`config.mk`:
```
export PLATFORM = sky130hd
export DESIGN_NAME = pwm_bank_flat
export DESIGN_NICKNAME = d
export VERILOG_FILES = /design/src/rtl/pwm_bank_pkg.sv /design/src/rtl/pwm_bank_if.sv /design/src/rtl/pwm_bank_timebase.sv /design/src/rtl/pwm_bank.sv /design/src/flat_wrapper.sv
export SDC_FILE = /design/constraint.sdc
export NUM_CORES = 1
export LEC_CHECK = 0
export CAP_MARGIN = 10
export CORE_MARGIN = 3
export CORE_UTILIZATION = 61
export DETAILED_ROUTE_END_ITERATION = 7
export PLACE_DENSITY = 0.88
export SLEW_MARGIN = 40
export SYNTH_ARGS = -nofsm -noshare
export SYNTH_HDL_FRONTEND = slang
export SYNTH_HIERARCHICAL = 1
export SYNTH_SLANG_ARGS = --single-unit
```
`constraint.sdc`:
```
create_clock -name clk -period 3.7 [get_ports clk]
set_input_delay 0.37 -clock clk [delete_from_list [all_inputs] [get_ports clk]]
set_output_delay 0.37 -clock clk [all_outputs]
set_load 0.01 [all_outputs]
```
`src/rtl/pwm_bank_pkg.sv`:
```
// Shared constants for pwm_bank: register map, CTRL bit indices and reset values.
// The optional readback port is built only when PWM_BANK_READBACK_EN is defined.
package pwm_bank_pkg;

    localparam int unsigned ADDR_W = 7;

    localparam logic [ADDR_W-1:0] ADDR_OUT_EN    = 7'h00;
    localparam logic [ADDR_W-1:0] ADDR_PWM_EN    = 7'h04;
    localparam logic [ADDR_W-1:0] ADDR_PRESCALE  = 7'h08;
    localparam logic [ADDR_W-1:0] ADDR_TOP       = 7'h09;
    localparam logic [ADDR_W-1:0] ADDR_CTRL      = 7'h0A;
    localparam logic [ADDR_W-1:0] ADDR_DUTY_BASE = 7'h10;

    localparam int unsigned CTRL_RUN_BIT   = 0;
    localparam int unsigned CTRL_FORCE_BIT = 1;

    // Reset values; 16-bit constants are truncated to the counter width at use.
    localparam logic        RST_RUN    = 1'b1;
    localparam logic        RST_EN     = 1'b0;
    localparam logic [15:0] RST_TOP    = 16'hFFFF;
    localparam logic [15:0] RST_SHADOW = 16'h0000;

endpackage

```
`src/rtl/pwm_bank_if.sv`:
```
// Register write / readback port and PWM outputs of pwm_bank.
interface pwm_bank_if
    import pwm_bank_pkg::*;
#(
    parameter int unsigned NUM_CH = 16,
    parameter int unsigned CNT_W  = 8
);
    logic              wr_en;
    logic [ADDR_W-1:0] wr_addr;
    logic [CNT_W-1:0]  wr_data;
    logic [ADDR_W-1:0] rd_addr;
    logic [CNT_W-1:0]  rd_data;
    logic [NUM_CH-1:0] pwm_out;
    logic              period_start;

    modport master (
        output wr_en, wr_addr, wr_data, rd_addr,
        input  rd_data, pwm_out, period_start
    );

    modport slave (
        input  wr_en, wr_addr, wr_data, rd_addr,
        output rd_data, pwm_out, period_start
    );
endinterface

```
`src/rtl/pwm_bank_timebase.sv`:
```
// Prescaler and period counter shared by all channels; generates the commit
// strobe for shadow registers and the registered period_start pulse.
module pwm_bank_timebase #(
    parameter int unsigned CNT_W = 8
) (
    input  logic             clk,
    input  logic             rst,
    input  logic             run,
    input  logic             force_upd,
    input  logic [CNT_W-1:0] prescale_act,
    input  logic [CNT_W-1:0] top_act,
    output logic [CNT_W-1:0] cnt,
    output logic             commit_c,
    output logic             period_start
);
    logic [CNT_W-1:0] psc;
    logic             tick;
    logic             wrap;
    logic             start_q;

    assign tick     = run && (psc == prescale_act);
    assign wrap     = tick && (cnt == top_act);
    assign commit_c = wrap || force_upd;

    // start_q marks the first cycle at count 0; delayed once more to line up with pwm_out.
    always_ff @(posedge clk) begin
        if (rst) begin
            psc          <= '0;
            cnt          <= '0;
            start_q      <= 1'b0;
            period_start <= 1'b0;
        end else begin
            start_q      <= commit_c;
            period_start <= start_q;
            if (force_upd) begin
                psc <= '0;
                cnt <= '0;
            end else if (tick) begin
                psc <= '0;
                cnt <= wrap ? '0 : cnt + CNT_W'(1);
            end else if (run) begin
                psc <= psc + CNT_W'(1);
            end
        end
    end

endmodule

```
`src/rtl/pwm_bank.sv`:
```
// Multi-channel PWM: register file, shadowed timing/duty registers and per-channel
// compare. Define PWM_BANK_READBACK_EN to build the registered readback mux.
module pwm_bank
    import pwm_bank_pkg::*;
#(
    parameter int unsigned NUM_CH = 16,
    parameter int unsigned CNT_W  = 8
) (
    input  logic      clk,
    input  logic      rst,
    pwm_bank_if.slave bus
);
    logic [NUM_CH-1:0] out_en;
    logic [NUM_CH-1:0] pwm_en;
    logic [NUM_CH-1:0] duty_wr;
    logic [NUM_CH-1:0] pwm_nx;
    logic              run;
    logic [CNT_W-1:0]  prescale_sh, prescale_act, prescale_nx;
    logic [CNT_W-1:0]  top_sh, top_act, top_nx;
    logic [CNT_W-1:0]  cnt;
    logic [CNT_W-1:0]  duty_sh  [NUM_CH];
    logic [CNT_W-1:0]  duty_act [NUM_CH];
    logic [7:0]        wr_byte;
    logic              wr_ctrl, wr_psc, wr_top;
    logic              force_upd;
    logic              commit_c;

    assign wr_byte     = bus.wr_data[7:0];
    assign wr_ctrl     = bus.wr_en && (bus.wr_addr == ADDR_CTRL);
    assign wr_psc      = bus.wr_en && (bus.wr_addr == ADDR_PRESCALE);
    assign wr_top      = bus.wr_en && (bus.wr_addr == ADDR_TOP);
    assign force_upd   = wr_ctrl && wr_byte[CTRL_FORCE_BIT];
    // A shadow write in a commit cycle goes straight to the active register.
    assign prescale_nx = wr_psc ? bus.wr_data : prescale_sh;
    assign top_nx      = wr_top ? bus.wr_data : top_sh;

    always_comb begin
        duty_wr = '0;
        for (int ch = 0; ch < NUM_CH; ch++) begin
            duty_wr[ch] = bus.wr_en && (bus.wr_addr == ADDR_DUTY_BASE + ADDR_W'(ch));
        end
    end

    // Direct registers: enables and RUN.
    always_ff @(posedge clk) begin
        if (rst) begin
            out_en <= {NUM_CH{RST_EN}};
            pwm_en <= {NUM_CH{RST_EN}};
            run    <= RST_RUN;
        end else begin
            if (wr_ctrl) run <= wr_byte[CTRL_RUN_BIT];
            for (int ch = 0; ch < NUM_CH; ch++) begin
                if (bus.wr_en && (bus.wr_addr == ADDR_OUT_EN + ADDR_W'(ch >> 3)))
                    out_en[ch] <= wr_byte[3'(ch)];
                if (bus.wr_en && (bus.wr_addr == ADDR_PWM_EN + ADDR_W'(ch >> 3)))
                    pwm_en[ch] <= wr_byte[3'(ch)];
            end
        end
    end

    // Shadow and active timing/duty registers.
    always_ff @(posedge clk) begin
        if (rst) begin
            prescale_sh  <= CNT_W'(RST_SHADOW);
            prescale_act <= CNT_W'(RST_SHADOW);
            top_sh       <= CNT_W'(RST_TOP);
            top_act      <= CNT_W'(RST_TOP);
            for (int ch = 0; ch < NUM_CH; ch++) begin
                duty_sh[ch]  <= CNT_W'(RST_SHADOW);
                duty_act[ch] <= CNT_W'(RST_SHADOW);
            end
        end else begin
            prescale_sh <= prescale_nx;
            top_sh      <= top_nx;
            if (commit_c) begin
                prescale_act <= prescale_nx;
                top_act      <= top_nx;
            end
            for (int ch = 0; ch < NUM_CH; ch++) begin
                if (duty_wr[ch]) duty_sh[ch] <= bus.wr_data;
                if (commit_c) duty_act[ch] <= duty_wr[ch] ? bus.wr_data : duty_sh[ch];
            end
        end
    end

    pwm_bank_timebase #(.CNT_W(CNT_W)) u_timebase (
        .clk          (clk),
        .rst          (rst),
        .run          (run),
        .force_upd    (force_upd),
        .prescale_act (prescale_act),
        .top_act      (top_act),
        .cnt          (cnt),
        .commit_c     (commit_c),
        .period_start (bus.period_start)
    );

    // Duty above TOP saturates high; otherwise high while cnt < duty.
    always_comb begin
        pwm_nx = '0;
        for (int ch = 0; ch < NUM_CH; ch++) begin
            pwm_nx[ch] = out_en[ch] &
                         (~pwm_en[ch] | (duty_act[ch] > top_act) | (cnt < duty_act[ch]));
        end
    end

    always_ff @(posedge clk) begin
        if (rst) bus.pwm_out <= '0;
        else     bus.pwm_out <= pwm_nx;
    end

`ifdef PWM_BANK_READBACK_EN
    logic [31:0]      out_en_w, pwm_en_w;
    logic [CNT_W-1:0] rd_nx;

    assign out_en_w = 32'(out_en);
    assign pwm_en_w = 32'(pwm_en);

    always_comb begin
        rd_nx = '0;
        if (bus.rd_addr[ADDR_W-1:2] == ADDR_OUT_EN[ADDR_W-1:2])
            rd_nx = CNT_W'(out_en_w[{bus.rd_addr[1:0], 3'b000} +: 8]);
        else if (bus.rd_addr[ADDR_W-1:2] == ADDR_PWM_EN[ADDR_W-1:2])
            rd_nx = CNT_W'(pwm_en_w[{bus.rd_addr[1:0], 3'b000} +: 8]);
        else if (bus.rd_addr == ADDR_PRESCALE)
            rd_nx = prescale_sh;
        else if (bus.rd_addr == ADDR_TOP)
            rd_nx = top_sh;
        else if (bus.rd_addr == ADDR_CTRL)
            rd_nx = CNT_W'(run);
        for (int ch = 0; ch < NUM_CH; ch++) begin
            if (bus.rd_addr == ADDR_DUTY_BASE + ADDR_W'(ch)) rd_nx = duty_sh[ch];
        end
    end

    always_ff @(posedge clk) begin
        if (rst) bus.rd_data <= '0;
        else     bus.rd_data <= rd_nx;
    end
`else
    logic unused_rd_addr;
    assign unused_rd_addr = ^bus.rd_addr;
    assign bus.rd_data    = '0;
`endif

endmodule

```
`src/flat_wrapper.sv`:
```
// flat-port wrapper written by rule: the top's interface ports become plain ports
module pwm_bank_flat import pwm_bank_pkg::*;
#(
    parameter int unsigned NUM_CH = 16,
    parameter int unsigned CNT_W  = 8
)
  (clk, rst, bus_wr_en, bus_wr_addr, bus_wr_data, bus_rd_addr, bus_rd_data, bus_pwm_out, bus_period_start);
  pwm_bank_if #(.NUM_CH(NUM_CH), .CNT_W(CNT_W)) bus_i ();
  input  logic clk;
  input  logic rst;
  input wire logic [$bits(bus_i.wr_en)-1:0] bus_wr_en;
  input wire logic [$bits(bus_i.wr_addr)-1:0] bus_wr_addr;
  input wire logic [$bits(bus_i.wr_data)-1:0] bus_wr_data;
  input wire logic [$bits(bus_i.rd_addr)-1:0] bus_rd_addr;
  output wire logic [$bits(bus_i.rd_data)-1:0] bus_rd_data;
  output wire logic [$bits(bus_i.pwm_out)-1:0] bus_pwm_out;
  output wire logic [$bits(bus_i.period_start)-1:0] bus_period_start;
  assign bus_i.wr_en = bus_wr_en;
  assign bus_i.wr_addr = bus_wr_addr;
  assign bus_i.wr_data = bus_wr_data;
  assign bus_i.rd_addr = bus_rd_addr;
  assign bus_rd_data = bus_i.rd_data;
  assign bus_pwm_out = bus_i.pwm_out;
  assign bus_period_start = bus_i.period_start;
  pwm_bank #(.NUM_CH(NUM_CH), .CNT_W(CNT_W)) u_core (.clk(clk), .rst(rst), .bus(bus_i));
endmodule
```
==> results.md <==
* DRC viols at 0
* Mapped Avg Cell Area at 10.1 sq um
* Number of distinct library cells after synthesis at 52
* Initial antenna violation count at 0
* F_max at 0.393 GHz
* TritonCTS Sinks at 203
* CTS tree: done
* Final Core Density at 69.4%
* Fin crit share at 68.9%
* I/O pin count at 50
* Final Hold Vio Count at 0
* Die X at 142 um
* Final WL at 27.9 mm
* Iteration count of the initial detailed-routing pass at 5
* CP Class: flip-flop to flip-flop
* Pwr Total at 5.08 mW
* Max Slew Vio Count at 0
* Fin nets at 1288
* Synth Flop Type: edfxtp_1
* CP arrival at 2870 ps
* CTS Buf Count at 21
* Clock Pin Slew Worst Setup and Hold Paths at 70 ps
* LEAKAGE at 5.30 nW
* Post-synth EDFFs at 128
* Skew-Pair Late Insertion Delay at 500 ps
* Setup ws final at 1150 ps
* Synth Cell Area at 0.0113 sq mm
* Core area at 0.0180 sq mm
* DP Wirelength at 18.8 mm
* Clk buf depth at 3
* Starting Density at 62.4%
* Area share of the largest cell type after synthesis at 34.2%
* Post-CTS Hold Buffers at 0
* Worst VDD drop at 0.391 mV
* Vias per std cell at 6.31
* Area delta synth->final at 11.1%
* Synth area leader: edfxtp_1
* Avg WL per Cell at 20.2 um
* I/O Buffers at 26
* Post-synthesis sequential area ratio at 47.5%
* Postcts setup bufs at 0
* Ranking of synthesized cells by area: edfxtp_1 34%, ha_1 14%, dfxtp_1 13%, a21oi_1 4.7%, mux2i_1 2.9%
* Vias in the first global route at 8496
* Row Count at 49
* Critical Path Fanout Max at 29
* Full die area at 0.0201 sq mm
* Final ANT Viol Nets at 0
* DRT iter0 DRCs at 906
* Post-Place Worst Slack at 871 ps
* First-pass GRT wire length at 43.7 mm
* Commonest cells post-synth: 128 x edfxtp_1, 122 x ha_1, 105 x a21oi_1
* Relative slew margins at 40.0%
* Root Driver: clkbuf_16
* Gp weighted congestion at 0.915
* Sequential cell area at 0.00535 sq mm
* Die Y at 142 um
* Clock Skew at 17.4 ps
* Pwr dens at 407 mW/mm^2
* Status: completed
* Via Count at 8741
* Worst Tran Pin Value at 897 ps
* Post_cts resized at 0
* HP Class: primary input to flip-flop
* H-tree levels at 1
* Worst Path Required at 4020 ps
* Crit end category: flip-flop
* Largest net degree at the start of global routing at 49
* Max Cap Viol at 0
* Layout fillers at 1212
* Overflow after GRT at 0
* Startpoint type of the worst setup path: flip-flop
* RSZ-0062 raised after global routing: no
* Area of the multi-input gates at 0.00535 sq mm
* Post-route setup TNS at 0 ps
* Post-synth ARST share at 0%
* Gate Count Post-Synth at 1113
* Final setup vio count at 0
* YS warnings at 6
* Final min period at 2550 ps
* GRT Util Overall at 27.6%
* Number of synthesized register bits at 203
* Count leader, synth: edfxtp_1
* Share of cells above drive strength 1 at 6.84%
[cell usage in the layout, fill, tap and decap left out, drive strengths merged, types with 5 or more instances in the layout]
cell / netlist / routed
xnor2: 19 / 19
mux2i: 33 / 33
o21ai: 35 / 35
o22a: 15 / 15
and2: 31 / 31
dfxtp: 75 / 75
a21o: 6 / 6
edfxtp: 128 / 128
o22ai: 8 / 8
nor3b: 11 / 11
ha: 122 / 122
clkdlybuf4s50: 0 / 25
a32o: 6 / 6
conb: 1 / 16
buf: 26 / 34
nor3: 16 / 16
nand3: 50 / 50
nand2: 80 / 80
o2111ai: 5 / 5
or2b: 8 / 8
o211ai: 8 / 8
inv: 74 / 75
nand2b: 21 / 21
a21oi: 105 / 105
nor2: 72 / 72
nand4: 17 / 17
or2: 13 / 13
nor4: 7 / 7
and3: 16 / 16
nor2b: 23 / 23
a211oi: 16 / 16
clkbuf: 43 / 29
o21bai: 5 / 5
clkinv: 1 / 5
[per-stage QoR]
step                cells  instance area (sq um)  hold WS, ps
floorplan            1128                  11300          414
global placement     1347                  11800          435
detailed placement   1347                  11800          450
CTS                  1384                  12500          408
global route         1384                  12500          469
finish               1385                  12500          446
[critical path, stage by stage, from the launching register on]
cell and delay, ps:
dfxtp_1 840, xnor2_1 200, nand4_1 180, nor2_4 270, a21o_1 250, nand2b_1 160, buf_4 260, a21oi_1 200
[flip-flops by register name, summed over array words and instances, names as in the netlist, 8 cells and up]
register	flops
u_core/top_act	8
u_core/duty_act	64
u_core/u_timebase/cnt	8
u_core/prescale_sh	8
u_core/prescale_act	8
u_core/pwm_en	8
u_core/u_timebase/psc	8
u_core/top_sh	8
u_core/out_en	8
u_core/bus.pwm_out	8
u_core/duty_sh	64
[final timing paths]
kind	slack, ps	cells past startpoint	end	start
min reg2reg	460	2	u_core/out_en[2]$_SDFFE_PP0P_	u_core/out_en[2]$_SDFFE_PP0P_
min	450	2	u_core/out_en[10]$_SDFFE_PP0P_	rst
max	1150	7	u_core/duty_act[2][11]$_SDFFCE_PN0P_	u_core/top_act[0]$_SDFFE_PP1P_
max reg2reg	1150	7	u_core/duty_act[2][11]$_SDFFCE_PN0P_	u_core/top_act[0]$_SDFFE_PP1P_
[final cells by class]
type / instances / share of cell area (%)
well taps: 229 / 2.29
multi-input cells: 781 / 42.8
flip-flops and latches: 203 / 42.8
inverters: 75 / 2.25
clock inverters: 8 / 0.761
diodes: 1 / 0.0200
clock buffers: 29 / 5.02
repair buffers: 59 / 4.12
[routing by layer]
layer  up-vias  GRT usage [%]  wire length, um
li1       4015              -                -
met1      4089           34.7            10500
met2       515           45.6            13100
met3       122           4.28             2720
met4         0           15.3             1650
met5         -              0                0
[cell families (layout without fill, tap and decap cells)]
family,count (synthesis),in the layout,share of synthesized area [%]
buffers and inverters,144,171,5.49
flip-flops,203,203,47.5
AND/OR/NAND/NOR,373,373,17.2
AO/OA/AOI/OAI,214,214,11.4
other,1,17,0.0333
XOR/XNOR,23,23,1.79
adder cells (fa/ha/maj),122,122,13.6
multiplexers,33,33,2.94
[where the power goes]
group          leakage (nW)  switching (mW)  internal [mW]  total (mW)
combinational          3.05           0.250          0.133       0.382
clock                 0.355           0.859           1.33        2.19
sequential             1.89          0.0322           2.48        2.51
total                  5.30            1.14           3.94        5.08
Note: power is estimated with default switching activity, not from simulation.
